File: src/rtl/blink_sequencer.sv
// rtl/blink_sequencer.sv - shared-prescaler multi-channel LED blink controller
//
// One prescaler produces a common tick. Each of NUM_CH channels toggles its
// led output every period[i] ticks while enabled. Periods and enables are
// written at run time through a valid/ready config port.
//
// Ports:
//   clk         system clock
//   rst         synchronous active-high reset
//   cfg_valid   config request valid
//   cfg_ready   config request accepted this cycle when high with cfg_valid
//   cfg_ch      target channel index
//   cfg_period  toggle period in ticks (0 = channel off)
//   cfg_en      channel enable
//   cfg_err     one-cycle pulse when an accepted write targets a missing channel
//   tick        one-cycle strobe, once per PRESCALE clocks
//   led         per-channel blink outputs
module blink_sequencer #(
  parameter int NUM_CH   = 5,
  parameter int PRESCALE = 750,
  parameter int CNT_W    = 16,
  parameter int CH_W     = 3
) (
  input  logic              clk,
  input  logic              rst,
  input  logic              cfg_valid,
  output logic              cfg_ready,
  input  logic [CH_W-1:0]   cfg_ch,
  input  logic [CNT_W-1:0]  cfg_period,
  input  logic              cfg_en,
  output logic              cfg_err,
  output logic              tick,
  output logic [NUM_CH-1:0] led
);

  localparam int PC_W = (PRESCALE > 1) ? $clog2(PRESCALE) : 1;

  typedef enum logic {
    IDLE,
    APPLY
  } state_t;

  state_t state;
  state_t next_state;

  logic [PC_W-1:0]   pc;
  logic              wrap;
  logic              accept;
  logic [NUM_CH-1:0] apply_hit;

  logic [CH_W-1:0]   lat_ch;
  logic [CNT_W-1:0]  lat_period;
  logic              lat_en;

  logic [CNT_W-1:0]  period [NUM_CH];
  logic [CNT_W-1:0]  cnt    [NUM_CH];
  logic              en     [NUM_CH];

  assign wrap = (pc == PC_W'(PRESCALE - 1));

  always_ff @(posedge clk) begin
    if (rst) begin
      state <= IDLE;
    end else begin
      state <= next_state;
    end
  end

  // cfg_ready is held low during reset so nothing is captured while rst is high.
  always_comb begin
    next_state = state;
    cfg_ready  = 1'b0;
    accept     = 1'b0;
    case (state)
      IDLE: begin
        cfg_ready = !rst;
        accept    = cfg_valid && !rst;
        if (accept) begin
          next_state = APPLY;
        end
      end
      APPLY: begin
        next_state = IDLE;
      end
      default: begin
        next_state = IDLE;
      end
    endcase
  end

  // An out-of-range latched channel matches no index, so APPLY writes nothing.
  always_comb begin
    apply_hit = '0;
    for (int i = 0; i < NUM_CH; i++) begin
      if (state == APPLY && lat_ch == CH_W'(i)) begin
        apply_hit[i] = 1'b1;
      end
    end
  end

  always_ff @(posedge clk) begin
    if (rst) begin
      pc         <= '0;
      tick       <= 1'b0;
      cfg_err    <= 1'b0;
      led        <= '0;
      lat_ch     <= '0;
      lat_period <= '0;
      lat_en     <= 1'b0;
      for (int i = 0; i < NUM_CH; i++) begin
        period[i] <= '0;
        cnt[i]    <= '0;
        en[i]     <= 1'b0;
      end
    end else begin
      pc   <= wrap ? '0 : pc + PC_W'(1);
      tick <= wrap;
      // Registered at the accept edge so the pulse lands on the APPLY cycle.
      cfg_err <= accept && (int'(cfg_ch) >= NUM_CH);
      if (accept) begin
        lat_ch     <= cfg_ch;
        lat_period <= cfg_period;
        lat_en     <= cfg_en;
      end
      for (int i = 0; i < NUM_CH; i++) begin
        // A config write takes priority over a coincident wrap on its channel.
        if (apply_hit[i]) begin
          period[i] <= lat_period;
          en[i]     <= lat_en;
          cnt[i]    <= '0;
          led[i]    <= 1'b0;
        end else if (wrap) begin
          if (en[i] && period[i] != '0) begin
            if (cnt[i] == period[i] - CNT_W'(1)) begin
              cnt[i] <= '0;
              led[i] <= ~led[i];
            end else begin
              cnt[i] <= cnt[i] + CNT_W'(1);
            end
          end else begin
            cnt[i] <= '0;
            led[i] <= 1'b0;
          end
        end
      end
    end
  end

endmodule

File: config.mk
export PLATFORM = sky130hd
export DESIGN_NAME = blink_sequencer
export DESIGN_NICKNAME = d
export VERILOG_FILES = /design/src/rtl/blink_sequencer.sv
export SDC_FILE = /design/constraint.sdc
export NUM_CORES = 1
export LEC_CHECK = 0
export BUFFER_PORTS_ARGS = -buffer_cell sky130_fd_sc_hd__buf_2
export CAP_MARGIN = 20
export CORE_AREA = 5 5 158 115
export CTS_CLUSTER_SIZE = 20
export DETAILED_ROUTE_END_ITERATION = 7
export DIE_AREA = 0 0 163 120
export GPL_TIMING_DRIVEN = 0
export HOLD_SLACK_MARGIN = 0.03
export PLACE_DENSITY_LB_ADDON = 0.3
export SETUP_SLACK_MARGIN = 0.15
export SYNTH_ARGS = -nofsm -noshare
export SYNTH_HDL_FRONTEND = slang
export SYNTH_SLANG_ARGS = --single-unit
File: constraint.sdc
create_clock -name clk -period 5.85 [get_ports clk]
set_input_delay 1.17 -clock clk [delete_from_list [all_inputs] [get_ports clk]]
set_output_delay 1.17 -clock clk [all_outputs]
set_load 0.1 [all_outputs]
==> results by group <==
Drt
  • Final WL: 23890 um
  • Total number of vias: 8110
  • Vias/cell: 6.012
  • Routed WL per cell: 17.71 um
  • Post-route DRC violation count: 0
  • Initial drt markers: 750
  • DRT Pass-1 Iters: 5
  • Antenna Nets Post-Route: 0

Logic synthesis
  • Area share of the largest cell type after synthesis: 45.28%
  • Post-synthesis cell type count: 63
  • Simple-gate share of the synthesized area: 23.00%
  • Post-Syn Nets: 1084
  • Mux share of post-synthesis cell area: 1.532%
  • Number of synthesized flops with an enable pin: 165
  • Synth Cell Area: 0.01094 mm2
  • Compound-Gate Fraction of Synth Area: 5.488%
  • Main area contributors after synthesis: edfxtp_1 (45%), xnor2_1 (7.6%), dfxtp_1 (7.0%)
  • Synth cell count leaders: edfxtp_1 (165), nor2_1 (136), xnor2_1 (95), xor2_1 (81), nand2_1 (68)
  • Largest area contributor in the netlist: edfxtp_1
  • Yosys warns: 0
  • Synth Area per Inst: 10.43 um2
  • Seq/Total Area, Yosys: 52.23%
  • Most used DFF post-synth: edfxtp_1
  • Post-synthesis adder-cell area fraction: 1.372%
  • Main combinational cell family by area after synthesis: simple AND/OR/NAND/NOR gates
  • Async S/R FF share, synth: 0%
  • Post-Syn Instances: 1049
  • #FFs+latches synth: 203
  • Top-count cell post-synth: edfxtp_1
  • Synth Area in XOR/XNOR: 14.09%

STA
  • Final setup fails: 0
  • Max_slew headroom: 36.53%
  • Post-route clock period utilization: 64.61%
  • Setup TNS: 0 ps
  • Worst Max-Slew Pin Slew: 943.4 ps
  • Final min period: 3780 ps
  • Worst Skew: 14.33 ps
  • RSZ-0062 raised after global routing: no
  • Final Hold Fails: 0
  • Fmax: 264.6 MHz
  • Max Slew Vio Count: 0

Die
  • Die ar.: 0.01956 mm2
  • Initial Utilization: 65.86%
  • Die Wd: 163 um
  • Core ar.: 0.01662 mm2
  • DIE HEIGHT: 120 um
  • Row Count: 40
  • # IOs: 31

Finish
  • NumNets Final: 1138
  • Layout area overhead: 10.10%
  • Layout cell share with drive strength beyond 1: 7.871%
  • ANT cells: 0

Outcome
  • Status: finished, final reports clean

Worst setup path
  • Max incr delay on CP: 670 ps
  • Startpoint types: flip-flop
  • Reg2Reg Depth: 11
  • WP data required: 6090 ps
  • Crit. End Element: flip-flop
  • WP data arrival: 4020 ps
  • CP Max Fanout: 10
  • Critical-path cell list: inv_1 > ha_1 > nor4b_1 > nand3_1 > mux2_2 > nand3_1 > a311oi_1 > o2111ai_1 > nand4_1 > buf_2 > nor2_1
  • Slowest-stage cell, CP: nor4b_1
  • CP most frequent cell: nand3_1
  • Kind of critical path: reg2reg

Clock tree
  • CTS Root Cell: clkbuf_16
  • Hold buffer count at cts: 0
  • Clock latency on the worst-skew pair: 500 ps
  • Resized cells post-CTS: 0
  • Post-CTS Setup Bufs: 0
  • Worst-path clk slew: 60 ps
  • CTS Buffer Depth: 3
  • TritonCTS clock tree: done
  • H-tree Lvls: 1
  • CTS buffer count: 21
  • Sink Count: 203

GRT
  • Initial antenna violation count: 1
  • Congestion Overflow GR: 0
  • Vias in the first global route: 7642
  • First-pass GRT wire length: 38560 um
  • Largest net degree at the start of global routing: 19
  • Aggregate global-route resource usage: 24.28%

Place
  • Placer Congestion: 0.8893
  • Hpwl dp: 16830 um
  • IO Port Bufs: 30

Pwr
  • Sw Pwr: 0.0007866 W
  • Power Total: 0.003271 W
  • Clock power share: 39.5%
  • VDD IR max: 0.2766 mV
  • Sw frac: 24.05%
  • Leak Pwr: 4.179 nW
  • Sequential power share: 52.0%
  • Pwr Density: 271.5 mW/mm2
  • Power share of the combinational group: 8.5%
  • Pint: 0.002484 W

Flow run
  • MaxCap Viol Count: 0

Min path
  • Hold Crit Class: reg2reg
  • WHS Path Cells: 2
-- flip-flops by register name, indices dropped and copies added, names as in the netlist --
register,flops
lat_ch,3
en,5
pc,10
cnt,80
tick,1
led,5
lat_period,16
cfg_err,1
lat_en,1
state,1
period,80
-- power by group through the flow --
| stage | Sequential (W) | Clock [W] | Combinational [W] |
|---|---|---|---|
| 3_5_place_dp | 0.00173 | 0 | 0.000273 |
| 4_1_cts | 0.00170 | 0.00130 | 0.000277 |
| 6_report | 0.00170 | 0.00129 | 0.000279 |
| 2_1_floorplan | 0.00171 | 0 | 0.000216 |
| 3_3_place_gp | 0.00173 | 0 | 0.000264 |
| 5_1_grt | 0.00171 | 0.00137 | 0.000309 |
-- cell usage in the layout, fill, tap and decap left out, types with 11 or more instances in the layout --
cell       synthesis  layout
a21oi_1           15      15
and2_1            22      22
and3_1            17      17
buf_2              5      35
clkbuf_1          29      32
clkbuf_16          0      21
dfxtp_1           38      38
edfxtp_1         165     165
ha_1              12      12
inv_1             30      30
nand2_1           68      68
nand2b_1          26      26
nand3_1           60      60
nand4_1           32      32
nor2_1           136     136
nor2b_1           11      11
nor3_1            36      36
nor4_1            16      16
o21ai_0           37      37
xnor2_1           95      95
xor2_1            81      81
-- cell families after synthesis --
group / after synthesis
compound gates: 95
xor+xnor: 176
fa+ha+maj: 12
buf+inv: 65
flops: 203
mux: 16
simple gates: 482
-- final cells by class --
cell class,count,area (um2)
Tap cell,231,289.0
Multi-Input combinational cell,781,4977
Fill cell,1218,4568
Clock inverter,11,86.33
Sequential cell,203,5715
Timing Repair Buffer,31,157.7
Inverter,30,112.6
Clock buffer,27,571.8
Buffer,35,137.6
-- layer usage --
layer	track usage [%]	part of all wire [%]	up-vias
met4	5.186	1.9	0
met5	0	0	-
li1	-	-	3869
met2	36.50	44	313
met1	37.20	47	3887
met3	4.188	7.6	41
-- per-stage QoR --
step | util (%) | hold slack (ps) | setup WS (ps) | instances | instance area [um2]
3_5_place_dp | 68.50 | 461.3 | 2194 | 1310 | 11380
6_report | 72.51 | 471.8 | 2070 | 1349 | 12050
3_3_place_gp | 68.50 | 454.6 | 2181 | 1310 | 11380
4_1_cts | 72.46 | 471.5 | 2157 | 1348 | 12040
2_1_floorplan | - | 441.4 | 2059 | 1049 | 10940
5_1_grt | 72.51 | 488.3 | 1747 | 1349 | 12050
-- worst paths after layout --
path                                                 start                          to  slack, ps
worst max register to register     period[0][48]$_DFFE_PP_    cnt[3][15]$_SDFFCE_PP0P_       2070
worst min register to register  lat_period[6]$_SDFFE_PP0P_  lat_period[6]$_SDFFE_PP0P_        470
worst max-delay path               period[0][48]$_DFFE_PP_    cnt[3][15]$_SDFFCE_PP0P_       2070
worst min-delay path            lat_period[6]$_SDFFE_PP0P_  lat_period[6]$_SDFFE_PP0P_        470
-- critical path, delay by kind of cell, from the launching register on --
kind	cells	cell delay, ps
flops	1	480
fa+ha+maj	1	280
simple gates	5	1560
mux	1	330
buf+inv	2	400
compound gates	2	480
Power figures use the tool's default switching activity.
